<file path="config.mk">
export PLATFORM = sky130hd
export DESIGN_NAME = rr_lock_arbiter
export DESIGN_NICKNAME = d
export VERILOG_FILES = /design/src/rtl/arb_pkg.sv /design/src/rtl/pri_enc.sv /design/src/rtl/rr_lock_arbiter.sv
export SDC_FILE = /design/constraint.sdc
export NUM_CORES = 1
export LEC_CHECK = 0
export ABC_CLOCK_PERIOD_IN_PS = 2200
export BUFFER_PORTS_ARGS = -buffer_cell sky130_fd_sc_hd__buf_4
export CAP_MARGIN = 20
export CORE_MARGIN = 8
export CORE_UTILIZATION = 46
export CTS_CLUSTER_SIZE = 40
export DETAILED_ROUTE_END_ITERATION = 10
export PLACE_DENSITY = 0.83
export SLEW_MARGIN = 25
export SYNTH_ARGS = -nofsm -noshare
export SYNTH_HDL_FRONTEND = slang
export SYNTH_SLANG_ARGS = --single-unit
</file>
<file path="constraint.sdc">
create_clock -name clk -period 2.2 [get_ports clk]
set_input_delay 0.22 -clock clk [delete_from_list [all_inputs] [get_ports clk]]
set_output_delay 0.22 -clock clk [all_outputs]
set_load 0.01 [all_outputs]
</file>
<file path="src/rtl/arb_pkg.sv">
// -----------------------------------------------------------------------------
// arb_pkg
// Shared types and helpers for the round-robin lock arbiter.
//   arb_state_e      : arbiter state (ARB_IDLE = no owner, ARB_BUSY = owner held)
//   onehot_from_idx  : index -> one-hot vector (32 bits wide; callers truncate,
//                      so the arbiter supports up to 32 requesters)
// -----------------------------------------------------------------------------
package arb_pkg;

   typedef enum logic {
      ARB_IDLE = 1'b0,
      ARB_BUSY = 1'b1
   } arb_state_e;

   function automatic logic [31:0] onehot_from_idx(input logic [31:0] idx);
      return 32'd1 << idx;
   endfunction

endpackage : arb_pkg

</file>
<file path="src/rtl/pri_enc.sv">
// -----------------------------------------------------------------------------
// pri_enc
// MSB-first priority encoder: reports the index of the highest active bit.
// Parameters:
//   IN  : input vector width (>= 2)
//   ACT : 1 = bits are active high, 0 = bits are active low
// Ports:
//   in_i    [IN-1:0] : candidate vector
//   idx_o   [IW-1:0] : index of the highest active bit (0 when none)
//   valid_o          : at least one bit is active
// -----------------------------------------------------------------------------
module pri_enc #(
   parameter int  IN  = 8,
   parameter bit  ACT = 1'b1,
   localparam int IW  = (IN > 1) ? $clog2(IN) : 1
) (
   input  logic [IN-1:0] in_i,
   output logic [IW-1:0] idx_o,
   output logic          valid_o
);

   logic [IN-1:0] vec;

   assign vec     = ACT ? in_i : ~in_i;
   assign valid_o = |vec;

   // Ascending scan: the last hit, i.e. the highest set bit, wins.
   always_comb begin
      idx_o = '0;
      for (int i = 0; i < IN; i++) begin
         if (vec[i]) idx_o = IW'(i);
      end
   end

endmodule : pri_enc

</file>
<file path="src/rtl/rr_lock_arbiter.sv">
// -----------------------------------------------------------------------------
// rr_lock_arbiter
// Registered round-robin arbiter with grant locking for one single-owner
// resource. The owner keeps its grant for as long as it holds req; when it
// drops req the grant moves in the same edge to the next requester in
// descending round-robin order (starting just below the previous owner).
//
// Optional feature macro: RR_ARB_BURST_LIMIT_EN
//   When defined, an owner that has held the grant for MAX_BURST cycles while
//   another requester waits is forced off, and preempt pulses for one cycle.
//   When undefined, grants are held indefinitely and preempt is tied to 0.
//
// Parameters:
//   REQ       : number of requesters (2..32)
//   MAX_BURST : grant-hold limit in cycles (>= 1, burst-limit build only)
//   IDX       : index width, $clog2(REQ) (not overridable)
// Ports:
//   clk          : clock, rising edge
//   reset        : asynchronous active-high reset
//   req          [REQ-1:0] : request/hold, one bit per requester
//   grant        [REQ-1:0] : one-hot grant, registered
//   grant_valid            : |grant, registered
//   grant_idx    [IDX-1:0] : owner index (0 when idle), registered
//   preempt                : one-cycle pulse on a forced hand-off
//   dbg_state_o            : current arbiter state, for observation
//
// Handshake: a requester raises req and keeps it high until it is done with
// the resource; it owns the resource exactly in the cycles where its grant
// bit is 1, and it releases by dropping req (grant moves one edge later).
// -----------------------------------------------------------------------------
module rr_lock_arbiter
   import arb_pkg::*;
#(
   parameter int  REQ       = 8,
   parameter int  MAX_BURST = 16,
   localparam int IDX       = $clog2(REQ)
) (
   input  logic             clk,
   input  logic             reset,
   input  logic [REQ-1:0]   req,
   output logic [REQ-1:0]   grant,
   output logic             grant_valid,
   output logic [IDX-1:0]   grant_idx,
   output logic             preempt,
   output arb_state_e       dbg_state_o
);

   // ---------------------------------------------------------------- state
   arb_state_e     state_q, state_d;
   logic [REQ-1:0] grant_q, grant_d;
   logic [IDX-1:0] idx_q,   idx_d;
   logic [IDX-1:0] last_q,  last_d;
   logic           valid_q, valid_d;

   // ---------------------------------------------------------- arbitration
   logic [IDX-1:0] arb_last;
   logic [REQ-1:0] rr_mask;
   logic [REQ-1:0] req_masked;
   logic [IDX-1:0] m_idx, f_idx, win_idx;
   logic           m_valid, f_valid, win_valid;
   logic [REQ-1:0] win_oh;
   logic           owner_req;
   logic           owner_release;
   logic           force_handoff;
   logic           rearb;

   // While busy the owner index is the round-robin pointer for this edge, so
   // a release arbitrates as if last had already been updated to the owner.
   assign arb_last = (state_q == ARB_BUSY) ? idx_q : last_q;

   // Only requesters strictly below the pointer are preferred.
   always_comb begin
      rr_mask = '0;
      for (int i = 0; i < REQ; i++) begin
         rr_mask[i] = (i < int'(arb_last));
      end
   end

   assign req_masked = req & rr_mask;

   pri_enc #(
      .IN  (REQ),
      .ACT (1'b1)
   ) u_enc_masked (
      .in_i    (req_masked),
      .idx_o   (m_idx),
      .valid_o (m_valid)
   );

   pri_enc #(
      .IN  (REQ),
      .ACT (1'b1)
   ) u_enc_full (
      .in_i    (req),
      .idx_o   (f_idx),
      .valid_o (f_valid)
   );

   // Wrap-around: with nothing below the pointer, fall back to plain MSB-first.
   assign win_valid = m_valid | f_valid;
   assign win_idx   = m_valid ? m_idx : f_idx;
   assign win_oh    = REQ'(onehot_from_idx(32'(win_idx)));

   assign owner_req     = |(req & grant_q);
   assign owner_release = (state_q == ARB_BUSY) && !owner_req;

`ifdef RR_ARB_BURST_LIMIT_EN
   localparam int CW = $clog2(MAX_BURST + 1);

   logic [CW-1:0] cnt_q, cnt_d;
   logic          preempt_q, preempt_d;
   logic          burst_done;
   logic          others_req;

   // cnt_q counts completed hold cycles after the first, so the owner is on
   // its MAX_BURST-th cycle when cnt_q reaches MAX_BURST-1.
   assign burst_done    = (cnt_q >= CW'(MAX_BURST - 1));
   assign others_req    = |(req & ~grant_q);
   assign force_handoff = (state_q == ARB_BUSY) && owner_req && burst_done && others_req;
   assign preempt       = preempt_q;
`else
   logic burst_unused;

   assign burst_unused  = (MAX_BURST > 0);
   assign force_handoff = 1'b0;
   assign preempt       = 1'b0;
`endif

   assign rearb = (state_q == ARB_IDLE) || owner_release || force_handoff;

   // ------------------------------------------------------------ next state
   always_comb begin
      state_d = state_q;
      grant_d = grant_q;
      idx_d   = idx_q;
      valid_d = valid_q;
      last_d  = last_q;
`ifdef RR_ARB_BURST_LIMIT_EN
      preempt_d = 1'b0;
      cnt_d     = cnt_q;
      if ((state_q == ARB_BUSY) && (cnt_q != CW'(MAX_BURST))) begin
         cnt_d = cnt_q + 1'b1;
      end
`endif
      if (rearb) begin
         if (win_valid) begin
            state_d = ARB_BUSY;
            grant_d = win_oh;
            idx_d   = win_idx;
            valid_d = 1'b1;
            last_d  = win_idx;
`ifdef RR_ARB_BURST_LIMIT_EN
            cnt_d     = '0;
            preempt_d = force_handoff;
`endif
         end else begin
            state_d = ARB_IDLE;
            grant_d = '0;
            idx_d   = '0;
            valid_d = 1'b0;
            last_d  = arb_last;
         end
      end
   end

   // ------------------------------------------------------------- registers
   always_ff @(posedge clk or posedge reset) begin
      if (reset) begin
         state_q <= ARB_IDLE;
         grant_q <= '0;
         idx_q   <= '0;
         valid_q <= 1'b0;
         last_q  <= '0;
`ifdef RR_ARB_BURST_LIMIT_EN
         cnt_q     <= '0;
         preempt_q <= 1'b0;
`endif
      end else begin
         state_q <= state_d;
         grant_q <= grant_d;
         idx_q   <= idx_d;
         valid_q <= valid_d;
         last_q  <= last_d;
`ifdef RR_ARB_BURST_LIMIT_EN
         cnt_q     <= cnt_d;
         preempt_q <= preempt_d;
`endif
      end
   end

   assign grant       = grant_q;
   assign grant_valid = valid_q;
   assign grant_idx   = idx_q;
   assign dbg_state_o = state_q;

endmodule : rr_lock_arbiter

</file>
After elaboration in Yosys (flattened, before gate mapping)
Cells that the tools add are included.
- flip-flop bits (word level): 15
- input port bits: 10
- output and inout port bits: 14
- logic and storage cells: 42
- $lt $le $gt $ge: 7
- shift operators: 1
- mux-type cells: 20
- bitwise operators: 4
- reductions and logical operators: 6
- operators by type and width (kind ; number):
    3-bit 2-to-1 mux ; 12
    8-bit OR reduction ; 3
    3-bit less-than comparator (first input constant) ; 3
    8-bit by 7-bit bitwise AND with 8-bit output ; 1
    8-bit bitwise AND ; 1
    2-bit 2-to-1 mux ; 4
    8-bit 2-to-1 mux ; 1
    1-bit by 3-bit << shifter with 8-bit output (first input constant) ; 1
    1-bit by 3-bit less-than comparator with 1-bit output (first input constant) ; 2
    2-bit by 3-bit less-than comparator with 1-bit output (first input constant) ; 2
    1-bit 2-to-1 mux ; 3
    1-bit logical AND ; 1
    1-bit logical NOT ; 1
    1-bit logical OR ; 1
    1-bit inverter ; 1
    1-bit OR ; 1

Logic depth before layout (Yosys ltp)
Gate-level depths: netlist (run 1).
- word-level depth: 13
- depth in mapped cells: 7
- mapped depth without buffers: 6

Cells and area by module
From an unflattened synthesis (run 1), not the netlist that was laid out.
- cell total of the unflattened synthesis: 115
- area total of the unflattened synthesis: 1091.0 µm²
- by module, submodules not included (module ; times used ; cells an instance ; area an instance (µm²) ; seq. area each (µm²)):
    rr_lock_arbiter ; 1 ; 91 ; 958.4 ; 375.4
    pri_enc ; 2 ; 12 ; 66.3 ; 0.0

Least setup slack after synthesis (run 1)
Ideal clock, no wire load.
- path kind: reg2reg
- start point: register state_q, in the netlist dbg_state_o
- end point: register grant_q[0], in the netlist grant[0]
- setup time: 122 ps
- data arrival time: 1984 ps
- data required time: 2078 ps
- path slack: 95 ps
- stages on the path, launching flop included: 7
- path buffers: 0
- clock period less this slack: 2105 ps
- cells stage by stage: dfrtp_1 -> or3_1 -> and3_1 -> o311a_1 -> o21a_1 -> a221o_1 -> a32o_1
- cells in the longest elaborated chain, start to end: 13
- elaborated cells between the ends (all ways): 24
- classes of those cells: order compare (7); shift (1); mux (10); bitwise (3); reduce/logical (3)
- ends and longest elaborated chain (item ; line ; RTL):
    start: declaration ; rr_lock_arbiter.sv:49 ; arb_state_e state_q, state_d;
    start signal: assignment ; rr_lock_arbiter.sv:179 ; state_q <= state_d;
    3-bit 2-to-1 mux ; rr_lock_arbiter.sv:69 ; assign arb_last = (state_q == ARB_BUSY) ? idx_q : last_q;
    1-bit by 3-bit less-than comparator with 1-bit output ; rr_lock_arbiter.sv:75 ; rr_mask[i] = (i < int'(arb_last));
    8-bit by 7-bit bitwise AND with 8-bit output ; rr_lock_arbiter.sv:79 ; assign req_masked = req & rr_mask;
    1-bit 2-to-1 mux ; pri_enc.sv:31 ; if (vec[i]) idx_o = IW'(i);
    2-bit 2-to-1 mux (2 in series) ; pri_enc.sv:31 ;
    3-bit 2-to-1 mux (4 in series) ; pri_enc.sv:31 ;
    3-bit 2-to-1 mux ; rr_lock_arbiter.sv:101 ; assign win_idx = m_valid ? m_idx : f_idx;
    1-bit by 3-bit << shifter with 8-bit output ; arb_pkg.sv:16 ; return 32'd1 << idx;
    8-bit 2-to-1 mux ; rr_lock_arbiter.sv:146 ; if (win_valid) begin
    end signal: assignment ; rr_lock_arbiter.sv:180 ; grant_q <= grant_d;
    end: declaration ; rr_lock_arbiter.sv:50 ; logic [REQ-1:0] grant_q, grant_d;
Parallel ways exist; a longest one is shown, timed or not.
A chain may end at the register's enable or synchronous reset.

Final worst setup path (run 1)
- start point: register state_q, in the netlist dbg_state_o
- end point: register grant_q[2], in the netlist grant[2]
Same word-level chain as after synthesis.

==> results.yml, run 1 <==
detailed_routing:
  wire_per_inst_um: 18.77
  vias_per_cell: 6.431
  drc: 0
  ant_nets: 0
  routed_wl_um: 3003
  firstDrtPassIters: 4
  drtIter0Drc: 70
  num_vias: 1029
place:
  io_buffers: 22
  globalplace.congestion: 0.8674
  placed_cells: 152
  pre_cts_slack_ns: -0.06798
  postPlaceCellArea_sq_um: 1207
  dp_hpwl_um: 2273
final_layout:
  fill_cells: 142
  final_cell_mix: "buf_4, dfrtp_1, a32o_1, inv_1, nand2_1"
  stdcell_count: 160
  fin_nets: 144
  final_common_cell: "buf_4"
  syn_to_final_growth_pct: 41.05
  fin_area_sq_um: 1350
  drive_above_1_share_pct: 44.36
  diodes: 0
floorplan:
  die_x_um: 61.62
  die_h_um: 61.62
  initial_utilization_pct: 48.79
  core.rowCount: 16
  ios: 24
  core_sq_um: 1962
  die_area_sq_um: 3796
worst_setup_path:
  r2r_setup_slack_ns: 0.04
  timing.rr.start: "dbg_state_o"
  arrival_ns: 2.32
  cp_data_required_time_ns: 2.36
  reg2regPathDepth: 6
  crit_fanout: 7
  crit_path_start_kind: "flip-flop"
  timing.rr.end: "grant[2]"
  cp-end-kind: "flip-flop"
  path_class: "reg2reg"
clocking:
  clock_latency_ns: 0.27
  cts_buffers: 3
  root_buffer: "clkbuf_4"
  cts_tree: "yes"
  cts_max_level: 1
  clk_pin_slew_ns: 0.08
  holdBufCountCts: 0
  clock_sink_count: 15
  cts.path.max_buffers: 2
yosys:
  netlist_instances: 98
  synth_area_sq_um: 957.2
  async_reset_ff_share_pct: 100.0
  synth_edf_count: 0
  yosys_warnings: 0
  syn_nets: 108
  avgSynthCellArea_sq_um: 9.767
  synth_seq_cells: 15
  synthFlopType: "dfrtp_1"
  ys_seq_area_share_pct: 39.22
  yosysUniqueCellTypes: 42
global_route:
  grt_pass1_wl_um: 4767
  grt_pass1_vias: 1034
  track_usage_pct: 16.55
  gr-total-overflow: 0
  antenna_found_initial: 0
  grt_max_degree: 16
sta:
  drv_slew: 0
  worst_pin_slew_ns: 0.7728
  slew_headroom_pct: 47.83
  hold_viol_final: 0
  rsz0062_at_grt: "true"
  max_clock_freq_ghz: 0.4619
  period_minus_slack_ns: 2.165
  clock_skew_ns: 0.003188
  setup_viol: 0
  setup_ws_ns: 0.03509
  tns_ns: 0
  fin_crit_sh_pct: 98.40
power:
  powerDensity_nw_per_um2: 1491
  p_total_w: 0.002013
  ir_drop_mv: 0.7819
  leakage_nw: 0.6176
job:
  max-cap-violations: 0
status:
  status: "completed"
min_path:
  worstHoldPathType: "in2async"
cells in the mapped netlist (all sizes together) (2+ instances only):
cell type | instances | share of area [%]
a21boi | 2 | 1.6
a221oi | 2 | 2.5
a22oi | 4 | 3.1
a32o | 9 | 9.4
and3 | 2 | 1.3
and3b | 2 | 1.8
buf | 3 | 2.1
clkbuf | 3 | 1.2
dfrtp | 15 | 39
inv | 7 | 2.7
mux2 | 2 | 2.4
mux2i | 2 | 2.1
nand2 | 7 | 2.7
nor2 | 5 | 2.2
o21ai | 4 | 2.1
o221ai | 4 | 3.7
o311a | 2 | 2.1
o311ai | 2 | 1.8
or2 | 2 | 1.3
or4 | 2 | 1.6
flip-flops by register name, summed over array words and instances (netlist names):
name / cells
grant: 8
grant_idx: 3
last_q: 3
dbg_state_o: 1
stage by stage:
| stage | util [%] | hold WS (ns) |
|---|---|---|
| floorplan | - | 0.1215 |
| global route | 68.81 | 0.02727 |
| finish | 68.81 | 0.003550 |
| global placement | 61.54 | 0.2915 |
| CTS | 64.35 | 0.01686 |
| detailed placement | 61.54 | 0.3155 |
how the worst max path moves through the flow:
stage / startpoint / to / slack, ns / depth (start not counted)
floorplan: dbg_state_o / grant[0] / 0.09 / 6
global placement: dbg_state_o / grant[0] / 0.04 / 6
detailed placement: dbg_state_o / grant[0] / -0.07 / 6
CTS: dbg_state_o / grant[0] / 0.005 / 6
global route: dbg_state_o / grant[2] / -0.02 / 6
finish: dbg_state_o / grant[2] / 0.04 / 6
worst max-delay path, cell delays in order, from the launching register on:
cell	delay, ns
dfrtp_2	0.42
or3b_4	0.40
and3_4	0.18
o311a_1	0.28
o21a_1	0.13
a221o_1	0.35
a32o_1	0.29
per-layer routing:
layer	up-vias	wire, um	track usage (%)
li1	468	-	-
met1	494	1222	20.19
met2	59	1550	27.33
met3	8	202	2.296
met4	0	27	8.766
met5	-	0	0
cell type report:
class                      instances  area, sq um  area share, %
timing repair buffer              37        277.8          20.57
clock buffer                       4        26.28          1.946
sequential                        15        376.6          27.90
inverter                           7        26.28          1.946
multi-input combinational         70        609.3          45.13
tap                               27        33.78          2.502
what timing repair did:
action / in CTS / in global routing
endpoints found under the setup margin: 7 / 10
setup buffers: 3 / 1
gates resized for setup: 3 / 15
gates cloned: 0 / 0
pin swaps: 3 / 8
logic make-up (layout without fill, tap and decap cells):
| logic type | Yosys count | after routing | share of synthesized area [%] |
|---|---|---|---|
| AOI/OAI and AO/OA | 39 | 39 | 34.90 |
| buffers and inverters | 13 | 48 | 6.013 |
| DFF | 15 | 15 | 39.22 |
| muxes | 4 | 4 | 4.444 |
| other | 1 | 1 | 0.3918 |
| and+or+nand+nor | 26 | 26 | 15.03 |
power by group:
part | internal [W] | total, W | switching, W | leakage (nW)
Sequential | 0.000394 | 0.000516 | 0.000122 | 0.190
Clock | 0.0000701 | 0.000149 | 0.0000789 | 0.0150
Combinational | 0.000666 | 0.00135 | 0.000683 | 0.413
Total | 0.00113 | 0.00201 | 0.000883 | 0.618
(Power assumes the default switching activity.)
==> run 2: changes to the inputs <==
--- a/config.mk
+++ b/config.mk
@@ -5,14 +5,14 @@
 export SDC_FILE = /design/constraint.sdc
 export NUM_CORES = 1
 export LEC_CHECK = 0
-export ABC_CLOCK_PERIOD_IN_PS = 2200
+export ABC_CLOCK_PERIOD_IN_PS = 2000
 export BUFFER_PORTS_ARGS = -buffer_cell sky130_fd_sc_hd__buf_4
 export CAP_MARGIN = 20
 export CORE_MARGIN = 8
-export CORE_UTILIZATION = 46
+export CORE_UTILIZATION = 51
 export CTS_CLUSTER_SIZE = 40
 export DETAILED_ROUTE_END_ITERATION = 10
-export PLACE_DENSITY = 0.83
+export PLACE_DENSITY = 0.87
 export SLEW_MARGIN = 25
 export SYNTH_ARGS = -nofsm -noshare
 export SYNTH_HDL_FRONTEND = slang
==> constraint.sdc (replaced) <==
create_clock -name clk -period 2 [get_ports clk]
set_input_delay 0.2 -clock clk [delete_from_list [all_inputs] [get_ports clk]]
set_output_delay 0.2 -clock clk [all_outputs]
set_load 0.01 [all_outputs]
==> run 2 against run 1 <==
The flow now finishes with violations (setup timing). Core utilization rose by 12 points. Clock skew fell by 0.0021 ns. Maximum frequency fell by 2.0%. Wire length rose by 8.8%. Critical endpoint unchanged. Highest routed layer unchanged.
==> results.yml, run 2 (same netlist as run 1, synthesis figures left out) <==
worst_setup_path:
  crit_buf_inv: 0
  arrival_ns: 2.38
  critPathTopFamily: "compound AO/OA/AOI/OAI gates"
  crit_fanout: 8
  r2r_setup_slack_ns: -0.21
  cp-end-kind: "flip-flop"
  crit_start: "dbg_state_o"
  cp.depth: 6
  crit_chain: "or3_4, and3_4, o311a_1, o21a_1, a221o_2, a32o_1"
  reg2regPathDepth: 6
  cp_slowest_cell: "dfrtp_2"
  timing.rr.start: "dbg_state_o"
  cp_data_required_time_ns: 2.17
  timing.rr.end: "grant[2]"
  path_class: "reg2reg"
  cp-endpoint: "grant[2]"
  crit_path_start_kind: "flip-flop"
  max_stage_delay_ns: 0.46
job:
  max-cap-violations: 0
clocking:
  cts_buffers: 3
  clk_pin_slew_ns: 0.08
  cts.path.max_buffers: 2
  cts_max_level: 1
  clock_latency_ns: 0.27
  cts_tree: "yes"
  clock_sink_count: 15
  root_buffer: "clkbuf_4"
sta:
  worst_pin_slew_ns: 0.6566
  fin_crit_sh_pct: 110.5
  hold_viol_final: 0
  setup_viol: 10
  setup_ws_ns: -0.2096
  max_clock_freq_ghz: 0.4526
  rsz0062_at_grt: "true"
  slew_headroom_pct: 55.67
  drv_slew: 0
  clock_skew_ns: 0.001122
  period_minus_slack_ns: 2.210
global_route:
  gr-total-overflow: 0
  antenna_found_initial: 0
  grt_max_degree: 16
  grt_pass1_wl_um: 5181
  track_usage_pct: 18.57
  grt_pass1_vias: 1132
final_layout:
  syn_to_final_growth_pct: 46.93
  final_common_cell: "buf_4"
  utilization_pct: 80.57
  diodes: 0
  largest_reg_flops: 8
  final_cell_mix: "buf_4, dfrtp_1, a32o_1, inv_1, nand2_1"
  stdcell_count: 166
  drive_above_1_share_pct: 46.10
  fin_nets: 152
floorplan:
  core.rowCount: 15
  die_x_um: 59.32
  ios: 24
  die_area_sq_um: 3519
  die_h_um: 59.32
  initial_utilization_pct: 54.84
  core_sq_um: 1745
detailed_routing:
  num_vias: 1092
  firstDrtPassIters: 5
  drc: 0
  ant_nets: 0
  routed_wl_um: 3267
  drtIter0Drc: 65
  vias_per_cell: 6.578
  wire_per_inst_um: 19.68
status:
  violations: "setup timing"
  status: "complete, but fails checks"
place:
  placed_cells: 159
  io_buffers: 22
  globalplace.congestion: 0.8611
  pre_cts_slack_ns: -0.1939
  dp_hpwl_um: 2347
power:
  ir_drop_mv: 1.165
  p_total_w: 0.002378
  powerDensity_nw_per_um2: 1691
  leakage_nw: 0.6637
min_path:
  worstHoldPathType: "in2reg"
==> run 2: worst min path at each step <==
stage / start / slack [ns] / to / cells after the start
3_3_place_gp: reset / 0.27 / last_q[2] / 2
6_report: req[0] / 0.38 / dbg_state_o / 3
4_1_cts: req[0] / 0.33 / dbg_state_o / 3
5_1_grt: req[1] / 0.39 / dbg_state_o / 3
2_1_floorplan: reset / 0.10 / grant[0] / 1
3_5_place_dp: reset / 0.28 / last_q[2] / 2
==> run 2: final cells by class <==
type / count / area [sq um]
timing repair buffer: 45 / 340.3
fill: 117 / 339.1
sequential: 15 / 376.6
tap: 25 / 31.28
clock buffer: 4 / 26.28
multi-input combinational: 70 / 605.6
inverter: 7 / 26.28
==> run 2: power by group <==
part | switching, W | internal (W)
clock | 0.0000879 | 0.0000772
sequential | 0.000121 | 0.000433
combinational | 0.000833 | 0.000826
total | 0.00104 | 0.00134
==> run 2: worst register-to-register path: stages (launching register included) <==
cell and delay, ns:
dfrtp_2 0.46, or3_4 0.39, and3_4 0.18, o311a_1 0.28
o21a_1 0.13, a221o_2 0.38, a32o_1 0.28
==> run 2: per-stage QoR <==
| stage | hold WS, ns | TNS, ns | cell area (sq um) |
|---|---|---|---|
| 2_1_floorplan | 0.1014 | -0.3275 | 963.4 |
| 3_3_place_gp | 0.2701 | -1.304 | 1279 |
| 3_5_place_dp | 0.2792 | -1.675 | 1279 |
| 4_1_cts | 0.3256 | -1.237 | 1366 |
| 5_1_grt | 0.3869 | -2.089 | 1406 |
| 6_report | 0.3755 | -1.474 | 1406 |
==> run 2: repair_timing <==
item	in CTS	in global routing
setup endpoints to repair	13	13
pin swaps	9	0
resized for setup	7	7
endpoints found under the hold margin	15	0
hold buffers	1	0
cloned	0	0
buffers inserted	2	0
==> run 2: layer usage <==
metal  up-vias  track usage (%)  wire length, um
li1        478                -                -
met1       528            21.98             1333
met2        69            30.97             1581
met3        17            3.688              261
met4         0            8.874               91
met5         -                0                0
